===== src/rtl/audio_pkg.sv =====
// audio_pkg: shared magnitude type and fixed-point helpers for the band pipeline
package audio_pkg;
  localparam int MAG_WIDTH = 32;
  typedef logic [MAG_WIDTH-1:0] mag_t;
  // |x| of a w-bit signed value, with the most negative input clamped to 2^(w-1)-1
  function automatic logic [31:0] abs_sat(input logic signed [31:0] x, input int w);
    logic [31:0] a;
    logic [31:0] mx;
    mx = (32'd1 << (w - 1)) - 32'd1;
    a = x[31] ? (~x + 32'd1) : x;
    return a > mx ? mx : a;
  endfunction
  function automatic logic [31:0] ambm(input logic [31:0] a, input logic [31:0] b);
    return a > b ? a + (b >> 1) : b + (a >> 1);
  endfunction
endpackage


===== src/rtl/band_magnitude_extractor_cplx_mag_approx.sv =====
// cplx_mag_approx: two-stage pipelined alpha-max-plus-beta-min magnitude estimate
module cplx_mag_approx
  import audio_pkg::*;
#(
  parameter int IN_WIDTH = 16
) (
  input  logic                clk,
  input  logic                rst,
  input  logic [IN_WIDTH-1:0] re_i,
  input  logic [IN_WIDTH-1:0] im_i,
  input  logic                valid_i,
  input  logic                en_i,
  input  logic [1:0]          tag_i,
  output logic [IN_WIDTH:0]   mag_o,
  output logic                valid_o,
  output logic [1:0]          tag_o
);
  logic [IN_WIDTH-1:0] are_d, aim_d, are_q, aim_q;
  logic [IN_WIDTH:0]   mag_d;
  logic                v1_q, en1_q;
  logic [1:0]          tag1_q;
  assign are_d = IN_WIDTH'(abs_sat(32'(signed'(re_i)), IN_WIDTH));
  assign aim_d = IN_WIDTH'(abs_sat(32'(signed'(im_i)), IN_WIDTH));
  assign mag_d = en1_q ? (IN_WIDTH+1)'(ambm(32'(are_q), 32'(aim_q))) : '0;
  always_ff @(posedge clk) begin
    if (rst) begin
      v1_q    <= 1'b0;
      valid_o <= 1'b0;
    end else begin
      v1_q    <= valid_i;
      valid_o <= v1_q;
    end
    if (valid_i) begin
      are_q  <= are_d;
      aim_q  <= aim_d;
      en1_q  <= en_i;
      tag1_q <= tag_i;
    end
    if (v1_q) begin
      mag_o <= mag_d;
      tag_o <= tag1_q;
    end
  end
endmodule


===== src/rtl/band_magnitude_extractor.sv =====
// band_magnitude_extractor: sums in-band bin magnitudes of each FFT frame into one saturated band value
module band_magnitude_extractor
  import audio_pkg::*;
#(
  parameter int IN_WIDTH = 16,
  parameter int WIDTH    = 32,
  parameter int NUM_BINS = 1024,
  parameter int BIN_LO   = 0,
  parameter int BIN_HI   = 15
) (
  input  logic                clk,
  input  logic                rst,
  input  logic [IN_WIDTH-1:0] fft_re,
  input  logic [IN_WIDTH-1:0] fft_im,
  input  logic                fft_valid,
  input  logic                fft_last,
  output logic [WIDTH-1:0]    mag_out,
  output logic                mag_out_valid,
  output logic                frame_err
);
  localparam int CW = $clog2(NUM_BINS) + 1;
  localparam int AW = IN_WIDTH + 1 + $clog2(NUM_BINS);
  localparam int SW = AW > WIDTH ? AW : WIDTH;
  logic [CW-1:0]       cnt_q, cnt_d;
  logic [IN_WIDTH-1:0] re_q, im_q;
  logic                v_q, last_q, band_q, ok_q, band_d;
  logic [IN_WIDTH:0]   m;
  logic                mv;
  logic [1:0]          tag;
  logic [AW-1:0]       acc_q, acc_d, sum_d;
  logic [SW-1:0]       sum_x;
  logic [WIDTH-1:0]    sat_d;
  // unsigned wrap turns the two-sided range test into a single compare
  assign band_d = (32'(cnt_q) - 32'(BIN_LO)) <= 32'(BIN_HI - BIN_LO);
  assign cnt_d  = fft_last ? '0 : (cnt_q == CW'(2 * NUM_BINS - 1) ? cnt_q : cnt_q + 1'b1);
  always_ff @(posedge clk) begin
    if (rst) begin
      cnt_q <= '0;
      v_q   <= 1'b0;
    end else begin
      v_q <= fft_valid;
      if (fft_valid) cnt_q <= cnt_d;
    end
    if (fft_valid) begin
      re_q   <= fft_re;
      im_q   <= fft_im;
      last_q <= fft_last;
      band_q <= band_d;
      ok_q   <= cnt_q == CW'(NUM_BINS - 1);
    end
  end
  cplx_mag_approx #(.IN_WIDTH(IN_WIDTH)) u_mag (
    .clk     (clk),
    .rst     (rst),
    .re_i    (re_q),
    .im_i    (im_q),
    .valid_i (v_q),
    .en_i    (band_q),
    .tag_i   ({last_q, ok_q}),
    .mag_o   (m),
    .valid_o (mv),
    .tag_o   (tag)
  );
  assign sum_d = acc_q + AW'(m);
  assign sum_x = SW'(sum_d);
  assign sat_d = |(sum_x >> WIDTH) ? '1 : sum_x[WIDTH-1:0];
  assign acc_d = mv ? (tag[1] ? '0 : sum_d) : acc_q;
  always_ff @(posedge clk) begin
    if (rst) begin
      acc_q         <= '0;
      mag_out       <= '0;
      mag_out_valid <= 1'b0;
      frame_err     <= 1'b0;
    end else begin
      acc_q         <= acc_d;
      mag_out_valid <= mv && tag[1];
      frame_err     <= mv && tag[1] && !tag[0];
      if (mv && tag[1]) mag_out <= sat_d;
    end
  end
endmodule


===== config.mk =====
export PLATFORM = sky130hd
export DESIGN_NAME = band_magnitude_extractor
export DESIGN_NICKNAME = d
export VERILOG_FILES = /design/src/rtl/audio_pkg.sv /design/src/rtl/band_magnitude_extractor_cplx_mag_approx.sv /design/src/rtl/band_magnitude_extractor.sv
export SDC_FILE = /design/constraint.sdc
export NUM_CORES = 1
export LEC_CHECK = 0
export ABC_AREA = 1
export BUFFER_PORTS_ARGS = -buffer_cell sky130_fd_sc_hd__buf_4
export CORE_MARGIN = 2
export CORE_UTILIZATION = 40
export DETAILED_ROUTE_END_ITERATION = 7
export SYNTH_ARGS = -nofsm -noshare
export SYNTH_HDL_FRONTEND = slang
export SYNTH_SLANG_ARGS = --single-unit

===== constraint.sdc =====
create_clock -name clk -period 2.8 [get_ports clk]
set_input_delay 0.14 -clock clk [delete_from_list [all_inputs] [get_ports clk]]
set_output_delay 0.14 -clock clk [all_outputs]
set_load 0.02 [all_outputs]

==> out/metrics.csv <==
stage,metric,value,unit
outcome,status,"complete, no violations",
synthesis,ys_top_cells_by_area,"edfxtp_1 26%, nand2_1 15%, dfxtp_1 14%",
synthesis,yosys-top-cells-count,"420 x nand2_1, 191 x inv_1, 155 x nor2_1, 89 x edfxtp_1, 88 x a21oi_1",
timing,maxSlewViolCount,0,
synthesis,synth_xor_area_share,3.309,%
power,power_per_cell_area,536.1,nW/um^2
clocking,cts_setup_buffers,0,
critical_path,worstPathRequired,2.98,ns
clocking,cts_buffers,17,
floorplan,die_area,27110,sq um
timing,fin_crit_sh,84.93,%
clocking,cts_resized,0,
layout,diodes,0,
layout,fillerInstances,2539,
critical_path,start_kind,register,
floorplan,dieHeight,164.6,microns
routing,wl_met3,832,microns
power,ir_drop,0.3537,mV
synthesis,synth_compound_area_share,8.752,%
timing,rsz0062_at_grt,no,
routing,detail_route.wl_per_cell,13.31,microns
synthesis,synth-simple-area-share,31.26,%
routing,antenna_left,0,
clocking,cts_tree,built,
global_routing,grtUsageTotal,19.03,%
critical_path,worstSetupPathType,register to register,
routing,initialDrtViolationCount,595,
routing,routed_wl,24580,microns
routing,wl_met2,11750,microns
synthesis,syn_area,10320,sq um
global_routing,grt_max_degree,53,
global_routing,grt_pass1_wl,40950,microns
floorplan,die_w,164.6,microns
synthesis,ys_ff_latch,159,
min_path,hold_class,primary input to register,
placed_design,dp_hpwl,18930,microns
placed_design,port_buffers,64,
timing,tightestPinTransition,0.8804,ns
synthesis,synth_cells,1406,
timing,max-slew-margin-rel,41.23,%
synthesis,ys_warn_count,0,
global_routing,antenna_found_initial,0,
routing,drcViolationCount,0,
synthesis,synthAdderAreaFrac,8.582,%
floorplan,core-area,25250,sq um
layout,final_util,47.81,%
critical_path,worst-endpoint-arrival,2.56,ns
floorplan,rows,58,
timing,clock_skew,0.01263,ns
synthesis,synth_most_common_cell,nand2_1,
synthesis,ys_seq_area_share,39.47,%
critical_path,cp_max_fo,18,
floorplan,start_util,40.87,%
floorplan,io-pin-count,70,
routing,firstDrtPassIters,5,
placed_design,globalplace.congestion,0.9531,
timing,final-setup-viol-count,0,
power,leakage,5.743,nW
synthesis,postSynth.asyncResetShare,0,%
synthesis,synth_top_area_share,25.89,%
synthesis,synth_edf_count,89,
clocking,h-tree-depth,4,
clocking,cts_buffer_depth,2,
synthesis,synth_mux_area_share,0,%
synthesis,yosys.area.top_type,edfxtp_1,
routing,viasPerCell,4.877,
layout,syn_to_final_growth,16.97,%
synthesis,syn_avg_cell_area,7.342,sq um
routing,vias,9007,
critical_path,end_kind,register,
power,power,0.006472,W
synthesis,synth_cell_types,48,
routing,drt-met1-wl,11630,microns
synthesis,synthFlopType,edfxtp_1,
layout,drive_above_1_share,10.28,%
clocking,clock_latency,0.43,ns
global_routing,grt_overflow_total,0,
synthesis,synth_top_family_by_area,simple AND/OR/NAND/NOR gates,
timing,max_freq,420.5,MHz
timing,fin_setup_tns,0,ns
clocking,root_buffer,clkbuf_16,
timing,min_period,2.378,ns
global_routing,grt_pass1_vias,8518,
clocking,cts.clk_slew.worst_paths,0.07,ns
clocking,cts_sinks,159,
timing,finalHoldViolCount,0,
timing,whs,0.1394,ns
flow_run,maxCapViolCount,0,
routing,top_layer,met4,
layout,nNetsFinal,1609,
==> area by class of cell <==
| cell class | count | area, sq um | share of cell area [%] |
|---|---|---|---|
| clock buffers | 17 | 425.4 | 3.523 |
| clock inverters | 15 | 193.9 | 1.606 |
| inverters | 196 | 735.7 | 6.093 |
| multi-input cells | 1028 | 5384 | 44.59 |
| flip-flops and latches | 159 | 4074 | 33.74 |
| well taps | 330 | 412.9 | 3.420 |
| repair buffers | 102 | 848.3 | 7.026 |
==> timing repair <==
| item | 4_1_cts | 5_1_grt |
|---|---|---|
| hold buffers | 33 | 0 |
| hold endpoints to repair | 35 | 0 |
| setup endpoints to repair | 0 | 0 |
==> cell usage in the layout (no fill, tap or decap), types with 13 or more instances in the layout <==
cell type and count:
nand2_1 420, inv_1 191, nor2_1 155, edfxtp_1 89, a21oi_1 88, nand3_1 80, dfxtp_1 70, buf_4 69
ha_1 66, o21ai_0 61, dlygate4sd3_1 33, xor2_1 31, nand4_1 18, clkbuf_16 17, nand2_2 13
==> critical path, cell delays in order, from the launching register on <==
cell	delay [ns]
edfxtp_1	0.45
ha_1	0.33
nand2_1	0.07
nor2_1	0.16
nand4_1	0.20
nor2_1	0.14
inv_1	0.06
nand2_2	0.26
inv_2	0.22
nor2_1	0.18
nor2_1	0.06
==> state kept, by name, indices dropped and copies added (netlist names) <==
signal	count
im_q	16
mag_out_valid	1
u_mag.en1_q	1
mag_out	27
u_mag.are_q	16
acc_q	27
cnt_q	11
last_q	1
re_q	16
u_mag.v1_q	1
frame_err	1
v_q	1
u_mag.aim_q	16
ok_q	1
band_q	1
u_mag.mag_o	17
u_mag.tag1_q	2
u_mag.tag_o	2
u_mag.valid_o	1
==> per-layer routing <==
metal / up-vias / global-route usage [%]
li1: 4718 / -
met1: 4100 / 25.17
met2: 163 / 32.45
met3: 26 / 2.913
met4: 0 / 5.138
met5: - / 0
==> kinds of logic (layout without fill, tap and decap cells) <==
kind of cell / after synthesis / count (layout)
fa+ha+maj: 69 / 69
compound gates: 170 / 170
simple gates: 743 / 743
xor+xnor: 39 / 39
other cells: 1 / 7
buf+inv: 225 / 330
flops: 159 / 159
==> path summary, 6_finish.rpt <==
check                                                   from                      endpoint  slack, ns  cells past startpoint
worst min-delay path                               fft_valid                v_q$_SDFF_PP0_       0.14                      3
worst max register to register  u_mag.are_q[7]$_SDFFCE_PN1P_  u_mag.mag_o[9]$_SDFFCE_PN0P_       0.42                     10
worst min register to register      u_mag.tag_o[0]$_DFFE_PP_          frame_err$_SDFF_PP0_       0.42                      1
worst max-delay path            u_mag.are_q[7]$_SDFFCE_PN1P_  u_mag.mag_o[9]$_SDFFCE_PN0P_       0.42                     10
==> power by group <==
part	total (W)	internal, W	switching [W]
Combinational	0.00128	0.000480	0.000798
Clock	0.00247	0.00137	0.00110
Sequential	0.00273	0.00262	0.000101
Total	0.00647	0.00447	0.00200
==> through the flow <==
| step | setup WS [ns] | cells | cell area [sq um] |
|---|---|---|---|
| 2_1_floorplan | 0.9139 | 1412 | 10340 |
| 3_3_place_gp | 0.4749 | 1782 | 11120 |
| 3_5_place_dp | 0.4271 | 1782 | 11120 |
| 4_1_cts | 0.4155 | 1847 | 12070 |
| 5_1_grt | 0.1792 | 1847 | 12070 |
| 6_report | 0.4219 | 1847 | 12070 |
Note: power is estimated with default switching activity, not from simulation.
